<file path="config.mk">
export PLATFORM = sky130hd
export DESIGN_NAME = gc_config_loader
export DESIGN_NICKNAME = d
export VERILOG_FILES = /design/src/rtl/gc_config_loader.sv
export SDC_FILE = /design/constraint.sdc
export NUM_CORES = 1
export LEC_CHECK = 0
export ABC_AREA = 1
export CORE_MARGIN = 2
export CORE_UTILIZATION = 30
export CTS_BUF_LIST = sky130_fd_sc_hd__clkbuf_8
export CTS_CLUSTER_SIZE = 25
export DETAILED_ROUTE_END_ITERATION = 6
export SYNTH_ARGS = -nofsm -noshare
export SYNTH_HDL_FRONTEND = slang
export SYNTH_SLANG_ARGS = --single-unit
</file>
<file path="constraint.sdc">
create_clock -name clk -period 6.7 [get_ports clk]
set_clock_uncertainty 0.1 [all_clocks]
set_input_delay 0.67 -clock clk [delete_from_list [all_inputs] [get_ports clk]]
set_output_delay 0.67 -clock clk [all_outputs]
set_load 0.1 [all_outputs]
</file>
<file path="src/rtl/gc_config_loader.sv">
// gc_config_loader: parses header/payload records from the config memory stream into PE write beats.
// Optional checksum word per record is enabled with `define GC_LOADER_CHKSUM_EN.
module gc_config_loader #(
    parameter int FIFO_DEPTH = 4,
    parameter int MAX_LEN    = 1020
) (
    input  logic        clk,
    input  logic        gc_reset,
    input  logic        pdone,
    input  logic [31:0] din,
    input  logic        din_valid,
    output logic        conf_en,
    output logic        rnready,
    output logic        config_done,
    output logic        cfg_valid,
    input  logic        cfg_ready,
    output logic [7:0]  cfg_target,
    output logic [15:0] cfg_addr,
    output logic [31:0] cfg_data,
    output logic        cfg_error
);
    localparam int AW = $clog2(FIFO_DEPTH);
    localparam int RN = FIFO_DEPTH - 2;
    localparam logic [AW:0] FULL_CNT = FIFO_DEPTH[AW:0];
    localparam logic [AW:0] RN_CNT = RN[AW:0];
    localparam logic [15:0] MAX_W = 16'(MAX_LEN);
`ifdef GC_LOADER_CHKSUM_EN
    typedef enum logic [2:0] {IDLE, HDR, PAYLOAD, CHK, DONE} state_t;
    localparam state_t LAST = CHK;
    logic [31:0] csum;
`else
    typedef enum logic [2:0] {IDLE, HDR, PAYLOAD, DONE} state_t;
    localparam state_t LAST = HDR;
`endif
    state_t state, state_n;
    logic [31:0] mem [FIFO_DEPTH];
    logic [AW:0] wp, rp, count;
    logic [31:0] head;
    logic [15:0] cnt, len;
    logic empty, full, push, pop, drop, beat;
    logic hdr_go, hdr_err, done_set, chk_err;

    assign count = wp - rp;
    assign empty = wp == rp;
    assign full = count == FULL_CNT;
    assign head = mem[rp[AW-1:0]];
    // a pop in the same cycle frees the slot, so a push into a full FIFO still lands
    assign push = din_valid && (!full || pop);
    assign drop = din_valid && full && !pop;
    assign rnready = count >= RN_CNT;
    assign cfg_valid = state == PAYLOAD && !empty;
    assign beat = cfg_valid && cfg_ready;
    assign cfg_data = cfg_valid ? head : '0;
    assign cfg_addr = cnt;
    assign conf_en = !gc_reset && state != DONE && !(state == IDLE && !pdone);

    always_comb begin
        state_n = state;
        pop = 1'b0;
        hdr_go = 1'b0;
        hdr_err = 1'b0;
        done_set = 1'b0;
        chk_err = 1'b0;
        case (state)
            IDLE: state_n = pdone ? HDR : IDLE;
            HDR: if (!empty) begin
                pop = 1'b1;
                if (head[31:24] == 8'hFF) begin
                    state_n = DONE;
                    done_set = 1'b1;
                end else if (head[15:0] == 16'd0 || head[15:0] > MAX_W) begin
                    state_n = DONE;
                    done_set = 1'b1;
                    hdr_err = 1'b1;
                end else begin
                    state_n = PAYLOAD;
                    hdr_go = 1'b1;
                end
            end
            PAYLOAD: if (beat) begin
                pop = 1'b1;
                state_n = (cnt + 16'd1 == len) ? LAST : PAYLOAD;
            end
`ifdef GC_LOADER_CHKSUM_EN
            CHK: if (!empty) begin
                pop = 1'b1;
                chk_err = head != csum;
                state_n = HDR;
            end
`endif
            DONE: state_n = DONE;
            default: state_n = IDLE;
        endcase
    end

    always_ff @(posedge clk) begin
        if (push) mem[wp[AW-1:0]] <= din;
    end

    always_ff @(posedge clk or posedge gc_reset) begin
        if (gc_reset) begin
            state <= IDLE;
            wp <= '0;
            rp <= '0;
            cnt <= '0;
            len <= '0;
            cfg_target <= '0;
            config_done <= 1'b0;
            cfg_error <= 1'b0;
        end else begin
            state <= state_n;
            if (push) wp <= wp + 1'b1;
            if (pop) rp <= rp + 1'b1;
            config_done <= done_set;
            if (hdr_err || drop || chk_err) cfg_error <= 1'b1;
            if (hdr_go) begin
                cnt <= '0;
                len <= head[15:0];
                cfg_target <= head[31:24];
            end else if (beat) begin
                cnt <= cnt + 16'd1;
            end
        end
    end

`ifdef GC_LOADER_CHKSUM_EN
    always_ff @(posedge clk or posedge gc_reset) begin
        if (gc_reset) csum <= '0;
        else if (hdr_go) csum <= '0;
        else if (beat) csum <= csum ^ head;
    end
`endif
endmodule

</file>
Word level (Yosys, flattened, before mapping)
Memories as Yosys holds them, arrays and structs flattened.
Index checks and enable logic that the tools add are counted.
{"block": "word_totals", "out_inout_bits": 61, "regBits": 51, "n_memories": 1, "ram_bits": 128, "input_bits": 37, "elab_cells": 72}
{"memory": "mem", "depth": 4, "word_bits": 32, "rd": 1, "rd_ports_with_merged_regs": 0, "write_ports": 1, "line_no": "36", "text": "logic [31:0] mem [FIFO_DEPTH];"}
{"block": "classes", "order_cmp": 2, "n_reduce_logical": 21, "muxes": 26, "addsub": 4, "n_eq_ne": 10}
{"op": "two-way mux 16 bit", "count": 2}
{"op": "two-way mux 32 bit", "count": 1}
{"op": "two-way mux 1 bit", "count": 18}
{"op": "adder 16 x 1 -> 16 bit (second input constant)", "count": 1}
{"op": "equality test 16 bit", "count": 1}
{"op": "greater-than comparator 16 x 10 -> 1 bit (second input constant)", "count": 1}
{"op": "zero test 16 bit", "count": 1}
{"op": "case mux 3 bit (4 select lines)", "count": 1}
{"op": "equality test 8 bit (second input constant)", "count": 1}
{"op": "logical AND 1 bit", "count": 8}
{"op": "adder 3 x 1 -> 3 bit (second input constant)", "count": 2}
{"op": "equality test 3 x 2 -> 1 bit (second input constant)", "count": 2}
{"op": "zero test 1 bit", "count": 6}
{"op": "two-way mux 3 bit", "count": 2}
{"op": "inequality test 2 bit (second input constant)", "count": 2}
{"op": "equality test 3 x 1 -> 1 bit (second input constant)", "count": 1}
{"op": "equality test 3 bit", "count": 1}
{"op": "equality test 3 bit (second input constant)", "count": 1}
{"op": ">= comparator 3 x 2 -> 1 bit (second input constant)", "count": 1}
{"op": "zero test 3 bit", "count": 1}
{"op": "logical OR 1 bit", "count": 3}
{"op": "inequality test 3 x 2 -> 1 bit (second input constant)", "count": 1}
{"op": "subtractor 3 bit", "count": 1}
{"op": "two-way mux 2 bit", "count": 1}
{"op": "3 further kinds", "count": 3}

Longest topological paths before layout
{"block": "depth", "depth_word": 10, "ltp_mapped": 15, "mapped_depth_nobuf": 15}

Least setup slack after synthesis
No wires, ideal clock.
{"block": "synth_timing", "path_type": "register to output", "from": "reg rp[1]", "to": "out cfg_data[18]", "t_arrival_ns": 4.275, "path_slack_ns": 1.655, "path_buffers": 4, "path_stages_with_launch": 12, "t_required_ns": 5.930, "cell_sequence": "dfrtp_1 > inv_2 > buf_4 > buf_6 > clkbuf_1 > ha_1 > nand2_1 > nor2_1 > nor2_2 > inv_1 > clkbuf_1 > a21oi_1"}
{"block": "synth_between", "elab_chain_cells": 4, "elab_cells_between_ends": 5, "classes_between": "eq/ne (1); mux (1); reduce/logical (2); memory (1)"}
{"element": "start, declared", "line_no": "37", "text": "logic [AW:0] wp, rp, count;"}
{"element": "start signal, assigned", "line_no": "113", "text": "if (pop) rp <= rp + 1'b1;"}
{"element": "equality test 3 bit", "line_no": "44", "text": "assign empty = wp == rp;"}
{"element": "zero test 1 bit"}
{"element": "logical AND 1 bit", "line_no": "51", "text": "assign cfg_valid = state == PAYLOAD && !empty;"}
{"element": "named net cfg_valid", "line_no": "15", "text": "output logic cfg_valid,"}
{"element": "two-way mux 32 bit", "line_no": "53", "text": "assign cfg_data = cfg_valid ? head : '0;"}
{"element": "end, declared", "line_no": "19", "text": "output logic [31:0] cfg_data,"}
The timed path passes the listed nets, and every way through them passes these cells.

Worst setup path after layout
{"block": "layout_timing", "from": "reg rp[1]", "to": "out cfg_data[21]"}
{"block": "layout_between", "elab_chain_cells": 4, "elab_cells_between_ends": 5, "classes_between": "eq/ne (1); mux (1); reduce/logical (2); memory (1)"}
{"element": "equality test 3 bit", "line_no": "44"}
{"element": "zero test 1 bit"}
{"element": "logical AND 1 bit", "line_no": "51"}
{"element": "two-way mux 32 bit *", "line_no": "53"}
Mark *: on every way between the ends. The rest lies on a longest branch, timed or not.

==> results.txt <==
Multi-input logic area - 2660 um2
Via count of the first global-routing pass - 5,880
Worst min-delay path category - register to register
Number of instances on the worst hold path - 1
Starting utilization of the core area - 30.4%
Worst Path Max Fanout - 39
Maximum clock insertion buffer count - 2
Count of cells resized by post-cts repair - 0
Nets - 984
DRT Wirelength - 20.0 mm
Number of sinks on the clock net - 178
Final Slew Violations - 0
Required time reported for the critical path endpoint - 5.93 ns
FILL cells - 2,725
Synth-to-layout area growth - 20.5%
Final setup violation count - 0
Total routing resource utilization after global routing - 14.6%
Clock tree from TritonCTS - yes
DRC marker count from the first detailed-route iteration - 499
Antenna violations before repair - 1
CP Buf/Inv Count - 4
Average cell area after synthesis - 9.69 um2
Postcts setup bufs - 0
Top cell family by delay on the critical path - buffers and inverters
Final clock period utilization by the worst path - 70.8%
Cells along the critical path - inv_2 -> ha_1 -> nand2_1 -> nor2_1 -> nor2_2 -> inv_1 -> buf_4 -> a21oi_1 -> clkdlybuf4s50_1
DR vias - 6,002
Highest achievable clock rate - 211 MHz
HPWL reported at the end of detailed placement - 13.1 mm
Worst-path cell with the longest stage delay - sky130_fd_sc_hd__clkdlybuf4s50_1
Number of DRC violations after detailed routing - 0
RSZ-0062 raised after global routing - no
Input/output buffers - 97
Number of cells produced by synthesis - 844
Die Y - 169 um
Clock edge transition at the registers on the reported setup and hold paths - 0.09 ns
Status - finished clean
First-pass GRT wire length - 32.1 mm
Dominant synthesized flop cell - sky130_fd_sc_hd__edfxtp_1
CP Data Arrival Time - 3.97 ns
Number of buffers inserted during clock tree synthesis - 17
Shortest clock period the worst path allows after layout - 4.74 ns
CORE AREA - 26,900 um2
Number of ports placed on the die boundary - 98
MaxCap Viol Count - 0
Reg2Reg Setup Slack - 2.90 ns
Worst r2r dst - mem[1][1]$_DFFE_PP_
Total number of placement rows - 60
Number of enable flip-flop cells after synthesis - 128
Clock Tree Root - sky130_fd_sc_hd__clkbuf_8
Vias per inst - 4.66
Worst R2R Path Depth - 11
Source of the worst hold timing path - wp[2]$_DFFE_PP0P_
Reg area - 5100 um2
Count of antenna-violating nets left after detailed routing - 0
Total of hold buffers inserted after clock tree synthesis - 0
Share of final-layout standard cells stronger than drive strength 1 - 6.02%
1st-pass router iterations - 5
Post-synthesis register bit count - 178
Number of diodes added for antenna fixing - 0
Crit-path max cell delay - 1.15 ns
Transition at the pin with the smallest max-transition slack - 1.07 ns
Die outline area - 28,600 um2
Hold violation count in the final report - 0
R2r startpoint - rp[1]$_DFFE_PP0N_
Die X-Extent - 169 um
Kind of capture point of the worst setup path - primary output
Routability congestion estimate - 0.863
Smallest hold slack - 0.397 ns
Number of warning messages in the yosys log - 0
CTS H-Tree Depth - 4
Clock latency reported for the late side of the worst-skew pair - 0.47 ns
Final-layout setup total negative slack - 0 ns
Portion of the post-synthesis area used by sequential elements - 62.3%
Relative slew slack - 28.3%
Critical path class - register to primary output
Pin count of the biggest net entering global routing - 59
GR Overflow Total - 0
Startpoint class of the critical path - register
Worst hold path endpoint - wp[2]$_DFFE_PP0P_
Drt wl/cell - 15.5 um
Number of distinct library cells after synthesis - 35
Post-synth net total - 894
Cell Area, Synth - 8180 um2
Post-synth ARST share - 28.1%
[how the worst max path moves through the flow]
stage | from | end | depth (start not counted)
floorplan | rp[1]$_DFFE_PP0N_ | cfg_data[18] | 11
global placement | rp[1]$_DFFE_PP0N_ | cfg_data[20] | 9
detailed placement | rp[1]$_DFFE_PP0N_ | cfg_data[21] | 9
CTS | rp[1]$_DFFE_PP0N_ | cfg_data[21] | 9
global route | rp[1]$_DFFE_PP0N_ | cfg_data[19] | 9
finish | rp[1]$_DFFE_PP0N_ | cfg_data[21] | 9
[synthesized netlist by cell type, types with 7 or more instances]
cell type | instances | area [um2]
sky130_fd_sc_hd__edfxtp_1 | 128 | 3840
sky130_fd_sc_hd__ha_1 | 12 | 150
sky130_fd_sc_hd__buf_6 | 7 | 78.8
sky130_fd_sc_hd__buf_2 | 10 | 50.1
sky130_fd_sc_hd__inv_1 | 62 | 233
sky130_fd_sc_hd__nor2_1 | 109 | 409
sky130_fd_sc_hd__o21ai_1 | 22 | 110
sky130_fd_sc_hd__nand2_1 | 257 | 965
sky130_fd_sc_hd__clkbuf_1 | 8 | 30.0
sky130_fd_sc_hd__xor2_1 | 7 | 61.3
sky130_fd_sc_hd__nand3_1 | 79 | 395
sky130_fd_sc_hd__o21ai_0 | 27 | 135
sky130_fd_sc_hd__dfrtp_1 | 50 | 1250
sky130_fd_sc_hd__a21oi_1 | 22 | 110
[per-layer routing]
layer | global-route usage (%) | vias up | wire (um)
met5 | 0 | - | 13
met3 | 3.23 | 21 | 1270
met2 | 24.1 | 184 | 9360
li1 | - | 2971 | -
met1 | 19.4 | 2824 | 9000
met4 | 4.27 | 2 | 314
[stage by stage]
| stage | setup WS (ns) | util, % | std cells | cell area [um2] |
|---|---|---|---|---|
| after floorplan | 1.66 | - | 844 | 8180 |
| after global placement | 2.48 | 35.1 | 1256 | 9440 |
| after detailed placement | 2.42 | 35.1 | 1256 | 9440 |
| after CTS | 1.88 | 36.7 | 1288 | 9850 |
| after global routing | 1.69 | 36.7 | 1288 | 9850 |
| final | 1.96 | 36.7 | 1288 | 9850 |
[cells by family after synthesis]
group                    share of synthesized area, %
XOR/XNOR                                         1.62
flip-flops                                       62.3
AO/OA/AOI/OAI                                    5.08
AND/OR/NAND/NOR                                  23.4
adder cells (fa/ha/maj)                          2.08
buffers and inverters                            5.52
[cell usage in the layout, fill, tap and decap left out, drive strengths merged, types with 2 or more instances in the layout]
cell and n:
a21oi 24, buf 5, clkbuf 18, clkdlybuf4s50 97, clkinv 6, dfrtp 50
edfxtp 128, ha 12, inv 73, nand2 261, nand3 79, nand3b 4
nand4 5, nor2 111, nor3 2, o21ai 49, o21bai 2, or2 2
xnor2 3, xnor3 2, xor2 7
[area by class of cell]
cell class                      count  area share [%]
Tap cell                          341            4.33
Sequential cell                   178            51.7
Multi-Input combinational cell    569            27.0
Inverter                           66            2.51
Clock buffer                       18            2.51
Timing Repair Buffer              102            10.2
Clock inverter                     14            1.70
[worst register-to-register path: stages, from the launching register on]
cell                      delay [ns]
sky130_fd_sc_hd__dfrtp_1        0.40
sky130_fd_sc_hd__inv_2          0.57
sky130_fd_sc_hd__ha_1           0.37
sky130_fd_sc_hd__nand2_1        0.06
sky130_fd_sc_hd__nor2_1         0.07
sky130_fd_sc_hd__nor2_2         0.16
sky130_fd_sc_hd__nand2_2        0.25
sky130_fd_sc_hd__nand2_1        0.16
sky130_fd_sc_hd__nand2_1        0.14
sky130_fd_sc_hd__nand2_1        0.11
sky130_fd_sc_hd__nand2_2        0.17
sky130_fd_sc_hd__nor2_4         0.86
[sequential cells by signal, indices dropped and copies added, names as in the netlist]
name and count:
cfg_addr 16, rp 3, mem 128, cfg_error 1
state 2, wp 3, config_done 1, cfg_target 8
len 16
Power is not shown: default switching activity piles up to over one toggle a cycle in this logic, so the estimate is an artifact.
